File: config.mk
export PLATFORM = sky130hd
export DESIGN_NAME = cc_line_serializer
export DESIGN_NICKNAME = d
export VERILOG_FILES = /design/src/rtl/cc_pkg.sv /design/src/rtl/cc_beat_mux.sv /design/src/rtl/cc_line_serializer.sv
export SDC_FILE = /design/constraint.sdc
export NUM_CORES = 1
export LEC_CHECK = 0
export CELL_PAD_IN_SITES_DETAIL_PLACEMENT = 1
export CELL_PAD_IN_SITES_GLOBAL_PLACEMENT = 1
export CORE_UTILIZATION = 45
export CTS_CLUSTER_DIAMETER = 200
export CTS_CLUSTER_SIZE = 40
export DETAILED_ROUTE_END_ITERATION = 8
export GPL_ROUTABILITY_DRIVEN = 0
export PLACE_DENSITY = 0.86
export SYNTH_ARGS = -nofsm -noshare
export SYNTH_HDL_FRONTEND = slang
export SYNTH_SLANG_ARGS = --single-unit
export TNS_END_PERCENT = 30
File: constraint.sdc
create_clock -name clk -period 3.71 [get_ports clk]
set_input_delay 0.371 -clock clk [delete_from_list [all_inputs] [get_ports clk]]
set_output_delay 0.371 -clock clk [all_outputs]
set_load 0.01 [all_outputs]
File: src/rtl/cc_pkg.sv
// Shared cache-controller constants and types for the hit serializer and fill deserializer.
// Latency: none (types and constants only).
// Backpressure: not applicable.
package cc_pkg;

   localparam int CC_BEAT_W = 64;
   localparam int CC_BEATS  = 8;
   localparam int CC_OFS_W  = 3;
   localparam int CC_LINE_W = 512;

   typedef logic [CC_LINE_W-1:0] line_t;
   typedef logic [CC_BEAT_W-1:0] beat_t;

   typedef enum logic {
      IDLE = 1'b0,
      SEND = 1'b1
   } ser_state_t;

endpackage

File: src/rtl/cc_beat_mux.sv
// Picks one beat of a line: word (offset + cnt) with natural wrap inside the line.
// Latency: purely combinational.
// Backpressure: none; the caller holds offset/cnt stable while a beat is stalled.
module cc_beat_mux
   import cc_pkg::*;
#(
   parameter int BEAT_W = CC_BEAT_W,
   parameter int BEATS  = CC_BEATS,
   parameter int OFS_W  = CC_OFS_W
) (
   input  logic [BEAT_W*BEATS-1:0] line,
   input  logic [OFS_W-1:0]        offset,
   input  logic [OFS_W-1:0]        cnt,
   output logic [BEAT_W-1:0]       beat
);

   logic [OFS_W-1:0] ptr;

   // Wrap by truncating the sum to OFS_W bits, then slice out the selected word.
   always_comb begin
      ptr  = offset + cnt;
      beat = line[ptr*BEAT_W +: BEAT_W];
   end

endmodule

File: src/rtl/cc_line_serializer.sv
// Streams one cache line as a critical-word-first, wrapping 8-beat R burst.
// Latency: first beat valid the cycle after the line is accepted; back-to-back lines with no gap.
// Backpressure: rready low holds the current beat; a new line is accepted only when idle or on the last-beat handshake.
module cc_line_serializer
   import cc_pkg::*;
#(
   parameter int BEAT_W = CC_BEAT_W,
   parameter int BEATS  = CC_BEATS,
   parameter int OFS_W  = CC_OFS_W
) (
   input  logic                    clk,
   input  logic                    rst_n,
   input  logic                    line_valid_i,
   output logic                    line_ready_o,
   input  logic [BEAT_W*BEATS-1:0] line_data_i,
   input  logic [OFS_W-1:0]        line_offset_i,
   output logic [BEAT_W-1:0]       rdata_o,
   output logic                    rvalid_o,
   output logic                    rlast_o,
   input  logic                    rready_i,
   output logic                    busy_o
);

   localparam logic [OFS_W-1:0] CNT_LAST = OFS_W'(BEATS - 1);

   ser_state_t               state;
   ser_state_t               state_nxt;
   logic [BEAT_W*BEATS-1:0]  line_q;
   logic [OFS_W-1:0]         ofs_q;
   logic [OFS_W-1:0]         cnt_q;
   logic [BEAT_W-1:0]        beat;
   logic                     beat_hs;
   logic                     last_hs;
   logic                     accept;

   cc_beat_mux #(
      .BEAT_W (BEAT_W),
      .BEATS  (BEATS),
      .OFS_W  (OFS_W)
   ) u_mux (
      .line   (line_q),
      .offset (ofs_q),
      .cnt    (cnt_q),
      .beat   (beat)
   );

   // Outputs decode straight from state so an async reset drops them immediately;
   // line_ready is combinational from rready to allow a zero-bubble reload.
   always_comb begin
      state_nxt    = state;
      rvalid_o     = (state == SEND);
      rlast_o      = (state == SEND) && (cnt_q == CNT_LAST);
      rdata_o      = (state == SEND) ? beat : '0;
      busy_o       = (state == SEND);
      beat_hs      = rvalid_o && rready_i;
      last_hs      = beat_hs && rlast_o;
      line_ready_o = (state == IDLE) || last_hs;
      accept       = line_valid_i && line_ready_o;
      case (state)
         IDLE:    if (accept)  state_nxt = SEND;
         SEND:    if (last_hs) state_nxt = accept ? SEND : IDLE;
         default: state_nxt = IDLE;
      endcase
   end

   // State register.
   always_ff @(posedge clk or negedge rst_n) begin
      if (!rst_n) state <= IDLE;
      else        state <= state_nxt;
   end

   // Beat counter restarts on every accepted line and after the final beat; holds while stalled.
   always_ff @(posedge clk or negedge rst_n) begin
      if (!rst_n)                   cnt_q <= '0;
      else if (accept || last_hs)   cnt_q <= '0;
      else if (beat_hs)             cnt_q <= cnt_q + 1'b1;
   end

   // Line buffer and start offset are captured only when a line is accepted.
   always_ff @(posedge clk or negedge rst_n) begin
      if (!rst_n) begin
         line_q <= '0;
         ofs_q  <= '0;
      end else if (accept) begin
         line_q <= line_data_i;
         ofs_q  <= line_offset_i;
      end
   end

endmodule

Yosys cells after proc, flatten, opt, wreduce, memory -nomap -nowiden
Cells that the tools add are included.
{"block": "word_totals", "out_inout_bits": 68, "input_bits": 519, "register_bits": 519, "word_cells": 22}
{"block": "classes", "n_addsub": 2, "n_eq_ne": 1, "n_bitwise": 1, "shifts": 1, "muxes": 6, "n_reduce_logical": 7}
{"operator": "variable part select 512 x 10 -> 64 bit", "count": 1}
{"operator": "two-way mux 64 bit", "count": 1}
{"operator": "two-way mux 3 bit", "count": 2}
{"operator": "logical AND 1 bit", "count": 4}
{"operator": "adder 3 x 1 -> 3 bit (second input constant)", "count": 1}
{"operator": "adder 3 bit", "count": 1}
{"operator": "== test 3 bit (second input constant)", "count": 1}
{"operator": "logical OR 1 bit", "count": 2}
{"operator": "two-way mux 1 bit", "count": 2}
{"operator": "case mux 1 bit (2 select lines)", "count": 1}
{"operator": "nonzero test 2 bit", "count": 1}
{"operator": "NOT 1 bit", "count": 1}

Longest topological paths before layout
Gate-level depths: netlist of the first run.
{"block": "depth", "ltp_word": 8, "ltp_mapped": 8, "mapped_depth_nobuf": 6}

Hierarchy
A second synthesis of the first run with hierarchy kept.
{"block": "hier_totals", "hier_cells": 1417, "hier_area_um2": 25522.0}
{"mod": "cc_line_serializer", "seq_area_each_um2": 12987.5, "cells_each": 1184, "instances": 1, "area_each_um2": 21603.2}
{"mod": "cc_beat_mux", "seq_area_each_um2": 0.0, "cells_each": 233, "instances": 1, "area_each_um2": 3918.8}

Least setup slack after synthesis of the first run
No wires, ideal clock.
{"block": "synth_path", "path_kind": "reg-to-output", "startpoint": "register cnt_q[0]", "endpoint": "output port rdata_o[27]", "t_arrival_ns": 2.110, "stages_incl_launch_ff": 9, "required_time_ns": 3.339, "n_path_buf": 2, "path_slack_ns": 1.229, "path_cell_list": "dfrtp_1 > ha_1 > inv_1 > fa_1 > buf_2 > buf_1 > mux4_2 > nand2_1 > a21boi_0"}
{"block": "synth_via", "elab_chain_cells": 3}
{"item": "start, declared", "line_no": "cc_line_serializer.sv:30", "rtl": "logic [OFS_W-1:0] cnt_q;"}
{"item": "start signal, assigned", "line_no": "cc_line_serializer.sv:76", "rtl": "else if (beat_hs) cnt_q <= cnt_q + 1'b1;"}
{"item": "adder 3 bit", "line_no": "cc_beat_mux.sv:21", "rtl": "ptr = offset + cnt;"}
{"item": "variable part select 512 x 10 -> 64 bit", "line_no": "cc_beat_mux.sv:22", "rtl": "beat = line[ptr*BEAT_W +: BEAT_W];"}
{"item": "two-way mux 64 bit", "line_no": "cc_line_serializer.sv:53", "rtl": "rdata_o = (state == SEND) ? beat : '0;"}
{"item": "end, declared", "line_no": "cc_line_serializer.sv:17", "rtl": "output logic [BEAT_W-1:0] rdata_o,"}
Every way passes these cells.

Final worst setup path of the first run
{"block": "layout_path", "startpoint": "register ofs_q[0]", "endpoint": "output port rdata_o[3]"}
{"block": "layout_via", "elab_chain_cells": 3}
{"item": "start, declared", "line_no": "cc_line_serializer.sv:29", "rtl": "logic [OFS_W-1:0] ofs_q;"}
{"item": "start signal, assigned", "line_no": "cc_line_serializer.sv:86", "rtl": "ofs_q <= line_offset_i;"}
{"item": "adder 3 bit", "line_no": "cc_beat_mux.sv:21"}
{"item": "variable part select 512 x 10 -> 64 bit", "line_no": "cc_beat_mux.sv:22"}
{"item": "two-way mux 64 bit", "line_no": "cc_line_serializer.sv:53"}
Every way passes these cells.

==> results by group, run 1 <==
Run status
  • Status: completed

Placed design
  • I/O Buffers: 586
  • Hpwl dp: 55.6 mm
  • Placed Cells: 2769

Power and ir drop
  • NetSw: 11.5 mW
  • Internal: ~20 mW
  • Pwr/cell area: a little under 1000 nW/um2
  • Clock power frac: about 8.2%
  • Combinational power share: 59.1%
  • Switching Share: 36.8%
  • Lkg Pwr: ~15 nW
  • Maximum VDD drop: 621 uV
  • Flop pwr share: 32.7%

Setup path
  • Worst Setup End Kind: primary output
  • CP Class: register to primary output
  • R2r endpoint: line_q[48]
  • Arr. time, crit path: 3.25 ns
  • Slowest stage delay, CP: about 0.87 ns
  • Worst Setup SP: ofs_q[0]
  • Critical path launch point type: register
  • CP max FO: 17
  • Worst path buffer plus inverter count: 4
  • Worst path depth: 9
  • Delay-heaviest family, CP: adder cells
  • CP Capture Point: rdata_o[3]
  • R2R setup slack: 0.95 ns
  • R2R depth: 7
  • CP Data Required Time: roughly 3.3 ns
  • Crit path max-delay cell type: fa_4
  • Crit-path cells: ha_4 > inv_1 > fa_4 > buf_16 > buf_12 > mux4_2 > nand2_1 > a21boi_0 > dlygate4sd2_1
  • R2r startpoint: cnt_q[0]

Route
  • Wire per inst: 26.9 um
  • Number of routed nets with antenna violations: 0
  • DRC: 0
  • Via density: 5.42
  • Via count: 15400
  • Detailed Route WL: approximately 76 mm
  • Initial DRC Count: 788
  • DR pass1 iterations: 5

Synth
  • Net Count, Synth: ~2000
  • Post-synthesis mux area share: about 40%
  • Synthesized cell area: 25100 um2
  • Post-synth cell types: 25
  • Main combinational cell family by area after synthesis: multiplexers
  • Seq/Total Area, Yosys: between 50% and 60%
  • Ys Warns: 0
  • Mapped Cells: 1480
  • Average size of a mapped cell: 17.0 um2
  • #FFs+latches synth: 519
  • XOR/XNOR Fraction of Synth Area: less than 1%
  • Post-synthesis compound-gate area fraction: 2.05%
  • Post-synthesis adder-cell area fraction: 0.229%
  • Simple-gate share of the synthesized area: between 2 and 2.5%

Clock tree
  • CTS Sinks: 519
  • H-tree levels: 1
  • Worst skew pair latency: approximately 0.57 ns
  • Clock tree from TritonCTS: built
  • CTS Buf Count: 16
  • CTS Buffer Depth: 3
  • Root buf cell: clkbuf_16
  • Clk pin slew, worst setup/hold paths: 0.15 ns

Layout
  • Fin util: 58.7%
  • Share of post-route cells with drive strength above 1: 36.5%
  • Fin cells: 2841
  • Final-stage net count: 2581
  • FF+latch area: 13000 um2
  • Synthesis-to-finish area growth: 28.8%
  • # fillers: 5174
  • Area of the multi-input gates: 11000 um2

STA
  • Count of pins over their slew limit: 0
  • Unrepaired setup endpoints after global routing: true
  • Final-report hold violation count: 0
  • Hold WS: 0.394 ns
  • Max-slew headroom: 38.4%
  • Setup violations, final: 0
  • Final cycle utilization of the critical path: just under 100%
  • Layout Skew: about 0.021 ns
  • Minimum clock period: 3.62 ns
  • Fmax: 276 MHz
  • Worst slew pin tran: 0.924 ns

GRT
  • Vias in the first global route: 17900
  • First-pass GRT wire length: 114 mm
  • Gr ovfl total: 0
  • All-Layer GR Usage: 26.9%
  • Initial antenna violation count: 44
  • Largest net degree at the start of global routing: 105

Run
  • Max-cap violations: 0

Floorplanning
  • Chip height: 238 um
  • Die area: 56800 um2
  • Initial core utilization: 45.6%
  • CORE AREA: 55100 um2
  • Top Ports: 587
  • Die width: 238 um
  • Cell Rows: 86

Min path
  • Hold WC Path Type: input pin to register
metrics by stage:
| stage | power, mW | worst slack (ns) | setup TNS [ns] | cell area [um2] |
|---|---|---|---|---|
| CTS | 31.1 | -0.0437 | -0.0835 | 32200 |
| global placement | 27.7 | 0.316 | 0 | 31600 |
| floorplan | 20.7 | 1.23 | 0 | 25100 |
| global route | 32.8 | -0.0338 | -0.124 | 32300 |
| detailed placement | 28.6 | 0.220 | 0 | 31600 |
| finish | 31.1 | 0.0904 | 0 | 32400 |
cell type report:
| cell class | count | share of cell area (%) |
|---|---|---|
| antenna | 34 | 0.263 |
| sequential | 519 | 40.1 |
| clock buffer | 19 | 1.34 |
| inverter | 3 | 0.0348 |
| multi-input combinational | 851 | 34.0 |
| timing repair buffer | 667 | 21.3 |
| tap | 748 | 2.89 |
timing repair:
item                       in CTS  in global routing
hold buffers                    1                  0
pin swaps                       1                  2
cloned                          2                  1
hold endpoints to repair       90                  0
setup buffers                  10                  5
setup endpoints to repair      63                 45
resized for setup              92                  6
routing by layer:
layer	track usage, %	vias to the layer above	wire (um)
met2	46.1	496	39400
met5	0	-	139
met3	5.60	156	4390
met1	33.0	8175	29500
li1	-	6550	-
met4	11.1	20	3000
flip-flops by register name, summed over array words and instances (netlist names):
name,flops
busy_o,1
cnt_q,3
line_q,512
ofs_q,3
cells in the final DEF (no fill, tap or decap), types with 3 or more instances in the layout:
cell             synthesis  layout
clkdlybuf4s50_1          0     521
dfrtp_1                519     518
mux2_4                 300     300
mux2_2                 214     214
mux4_2                 128     128
nand2_1                129     128
dlygate4sd2_1            0      60
a21boi_0                64      50
buf_4                   30      42
diode_2                  0      34
buf_12                  33      30
clkbuf_16                0      18
a21boi_1                 0      11
buf_16                   0       4
inv_1                    3       3
a21boi_2                 0       3
Yosys cell counts (all sizes together):
cell type	number	area (um2)
a21bo	1	16.3
a21boi	64	480
a22o	2	17.5
and2	1	6.26
buf	97	1120
clkbuf	10	37.5
dfrtp	519	13000
fa	1	20.0
ha	3	37.5
inv	3	11.3
mux2	516	6940
mux2i	1	10.0
mux4	128	2880
nand2	130	495
nand2b	1	6.26
nor2	1	3.75
xnor3	1	22.5
xor3	1	23.8
cell families after synthesis:
| kind of cell | after synthesis |
|---|---|
| flip-flops | 519 |
| AND/OR/NAND/NOR | 133 |
| buffers and inverters | 110 |
| AO/OA/AOI/OAI | 67 |
| adder cells (fa/ha/maj) | 4 |
| multiplexers | 645 |
| XOR/XNOR | 2 |
power by group through the flow:
stage / clock network (mW) / logic (mW) / registers [mW]
after floorplan: 0 / 11.3 / 9.40
after global placement: 0 / 17.8 / 9.94
after detailed placement: 0 / 18.4 / 10.2
after CTS: 2.64 / 18.3 / 10.1
after global routing: 2.77 / 19.5 / 10.5
final: 2.55 / 18.4 / 10.2
worst min path at each step:
stage,from,end,slack (ns),depth (start not counted)
2_1_floorplan,rst_n,busy_o,0.08,0
3_3_place_gp,line_q[28],line_q[28],0.48,1
4_1_cts,line_data_i[441],line_q[441],0.36,2
6_report,line_data_i[503],line_q[503],0.39,2
5_1_grt,line_data_i[296],line_q[296],0.37,2
3_5_place_dp,line_q[25],line_q[25],0.49,1
No activity file was read; power rests on OpenSTA's default activity.
==> run 2, diff against run 1 <==
--- a/config.mk
+++ b/config.mk
@@ -5,6 +5,7 @@
 export SDC_FILE = /design/constraint.sdc
 export NUM_CORES = 1
 export LEC_CHECK = 0
+export ABC_CLOCK_PERIOD_IN_PS = 3710
 export CELL_PAD_IN_SITES_DETAIL_PLACEMENT = 1
 export CELL_PAD_IN_SITES_GLOBAL_PLACEMENT = 1
 export CORE_UTILIZATION = 45
@@ -12,7 +13,7 @@
 export CTS_CLUSTER_SIZE = 40
 export DETAILED_ROUTE_END_ITERATION = 8
 export GPL_ROUTABILITY_DRIVEN = 0
-export PLACE_DENSITY = 0.86
+export PLACE_DENSITY_LB_ADDON = 0.1
 export SYNTH_ARGS = -nofsm -noshare
 export SYNTH_HDL_FRONTEND = slang
 export SYNTH_SLANG_ARGS = --single-unit
==> run 2 against run 1 <==
Against the previous run:
- maximum frequency down 0.18%
- core utilization down 0.54 points
- critical path type unchanged
- sequential power about the same
- first-iteration DRC count down 7.6%
- wire length down 3.6%
- setup slack worse by 0.0067 ns
- non-clock buffer count down 34
- cell area down 0.92%
- power down 2.9%
- hold slack worse by 0.017 ns
- clock power about the same
- via count down 2.9%
==> results by group, run 2 (synthesized netlist as in run 1, its figures left out) <==
Run status
  • Status: completed (unchanged)

Placed design
  • Hpwl dp: 53.1 mm (was 55.6 mm)
  • Placement Setup Slack: 0.385 ns (was 0.220 ns)
  • I/O Buffers: 586 (unchanged)

Route
  • DRC: 0 (unchanged)
  • Detailed Route WL: 73.7 mm (was 76.4 mm)
  • Number of routed nets with antenna violations: 0 (unchanged)
  • Wire per inst: 26.2 um (was 26.9 um)
  • Via density: 5.32 (was 5.42)
  • DR pass1 iterations: 4 (was 5)
  • Via count: 14900 (was 15400)
  • Initial DRC Count: 728 (was 788)

Setup path
  • R2R depth: 7 (unchanged)
  • Arr. time, crit path: 3.26 ns (was 3.25 ns)
  • Worst Setup End Kind: primary output (unchanged)
  • Crit-path cells: ha_4 > inv_1 > fa_4 > buf_12 > buf_8 > buf_12 > mux4_2 > nand2_1 > a21boi_0 > clkdlybuf4s15_1 (was ha_4 > inv_1 > fa_4 > buf_16 > buf_12 > mux4_2 > nand2_1 > a21boi_0 > dlygate4sd2_1)
  • Most frequent CP cell: buf_12
  • Critical path launch point type: register (unchanged)
  • CP max FO: 14 (was 17)
  • CP Data Required Time: 3.34 ns (about the same)
  • Crit path max-delay cell type: fa_4 (unchanged)
  • CP Class: register to primary output (unchanged)
  • Slowest stage delay, CP: 0.80 ns (was 0.87 ns)

Clock tree
  • Clk pin slew, worst setup/hold paths: 0.15 ns (about the same)
  • CTS Buffer Depth: 3 (unchanged)
  • CTS Buf Count: 16 (unchanged)
  • Worst skew pair latency: 0.58 ns (was 0.57 ns)
  • Root buf cell: clkbuf_16 (unchanged)
  • CTS Sinks: 519 (unchanged)
  • H-tree levels: 1 (unchanged)
  • Clock tree from TritonCTS: built (unchanged)

Layout
  • Final-stage net count: 2547 (was 2581)
  • Synthesis-to-finish area growth: 27.6% (was 28.8%)
  • Area of the multi-input gates: 11000 um2 (about the same)
  • Most common cell after layout, fill and taps aside: clkdlybuf4s50_1 (unchanged)
  • # fillers: 5142 (was 5174)
  • Fin util: 58.2% (was 58.7%)
  • Most frequent cells in the layout: clkdlybuf4s50_1, dfrtp_1, mux2_4 (unchanged)
  • Number of flip-flops in the largest register: 512 (unchanged)
  • Reg with most FFs: line_q (unchanged)
  • Share of post-route cells with drive strength above 1: 35.6% (was 36.5%)
  • FF+latch area: 13000 um2 (unchanged)
  • Top flop regs: line_q x512, cnt_q x3, ofs_q x3 (unchanged)

Power and ir drop
  • Maximum VDD drop: 602 uV (was 621 uV)
  • Switching Share: 35.9% (was 36.8%)
  • Pwr/cell area: 942 nW/um2 (was 961 nW/um2)
  • Internal: 19.4 mW (was 19.7 mW)
  • NetSw: 10.8 mW (was 11.5 mW)
  • Flop pwr share: 33.0% (was 32.7%)
  • Clock power frac: 8.5% (was 8.2%)
  • Lkg Pwr: 14.8 nW (was 14.9 nW)
  • Combinational power share: 58.4% (was 59.1%)
  • Total Power: 30.2 mW (was 31.1 mW)

Run
  • Max-cap violations: 0 (unchanged)

Floorplanning
  • Chip height: 238 um (unchanged)
  • Cell Rows: 86 (unchanged)
  • CORE AREA: 55100 um2 (unchanged)
  • Top Ports: 587 (unchanged)
  • Die width: 238 um (unchanged)
  • Initial core utilization: 45.6% (unchanged)
  • Die area: 56800 um2 (unchanged)

STA
  • Count of pins over their slew limit: 0 (unchanged)
  • Worst slew pin tran: 0.762 ns (was 0.924 ns)
  • Hold WS: 0.377 ns (was 0.394 ns)
  • Setup violations, final: 0 (unchanged)
  • Final worst setup slack: 0.0837 ns (was 0.0904 ns)
  • Max-slew headroom: 49.2% (was 38.4%)
  • Setup_tns: 0 ns (unchanged)
  • Layout Skew: 0.0240 ns (was 0.0213 ns)
  • Unrepaired setup endpoints after global routing: true (unchanged)
  • Fmax: 276 MHz (about the same)
  • Minimum clock period: 3.63 ns (was 3.62 ns)
  • Final cycle utilization of the critical path: 97.7% (was 97.6%)
  • Final-report hold violation count: 0 (unchanged)

GRT
  • All-Layer GR Usage: 26.0% (was 26.9%)
  • Gr ovfl total: 0 (unchanged)
  • Largest net degree at the start of global routing: 95 (was 105)
  • First-pass GRT wire length: 110 mm (was 114 mm)
  • Initial antenna violation count: 53 (was 44)
  • Vias in the first global route: 17300 (was 17900)

Min path
  • Hold WC Path Type: input pin to asynchronous set/reset pin (was input pin to register)
run 2: area by class of cell:
class / count / area share (%)
clock buffers: 19 / 1.35
diodes: 36 / 0.281
multi-input cells: 851 / 34.3
repair buffers: 633 / 20.6
well taps: 748 / 2.92
inverters: 3 / 0.0351
flip-flops and latches: 519 / 40.5
run 2: power groups by stage:
stage	logic [mW]	clock network [mW]	registers [mW]
floorplan	11.3	0	9.40
global placement	17.8	0	9.89
detailed placement	18.1	0	10.1
CTS	17.9	2.67	9.96
global route	19.0	2.81	10.3
finish	17.6	2.58	9.98
run 2: final timing paths:
check | endpoint | slack [ns] | from
max | rdata_o[33] | 0.08 | ofs_q[0]
min | line_q[136] | 0.38 | rst_n
max reg2reg | line_q[441] | 1.03 | cnt_q[0]
min reg2reg | line_q[473] | 0.52 | line_q[473]
max in group asynchronous | line_q[317] | 2.22 | rst_n
min in group clk | line_q[324] | 0.39 | line_data_i[324]
run 2: layer usage:
metal	share of wire (%)	GRT usage [%]	vias up
met3	6.6	7.51	127
met4	3.0	9.32	40
li1	-	-	6479
met1	40	32.3	7931
met5	0.35	0	-
met2	50	43.2	372
run 2: per-stage QoR:
step	instance area, um2	cells
3_3_place_gp	31400	2746
2_1_floorplan	25100	1480
3_5_place_dp	31400	2746
5_1_grt	32000	2799
6_report	32100	2809
4_1_cts	31900	2770
run 2: what timing repair did:
action / 4_1_cts / 5_1_grt
resized for setup: 69 / 48
hold buffers: 1 / 0
pin swaps: 1 / 0
buffers inserted: 2 / 3
endpoints found under the hold margin: 77 / 0
setup endpoints to repair: 64 / 35
cloned: 2 / 0
run 2: worst max-delay path, delay by kind of cell (launching register included):
| family | cells | cell delay [ns] |
|---|---|---|
| AO/OA/AOI/OAI | 1 | 0.21 |
| flip-flops | 1 | 0.43 |
| AND/OR/NAND/NOR | 1 | 0.06 |
| multiplexers | 1 | 0.20 |
| buffers and inverters | 5 | 0.83 |
| adder cells (fa/ha/maj) | 2 | 0.94 |
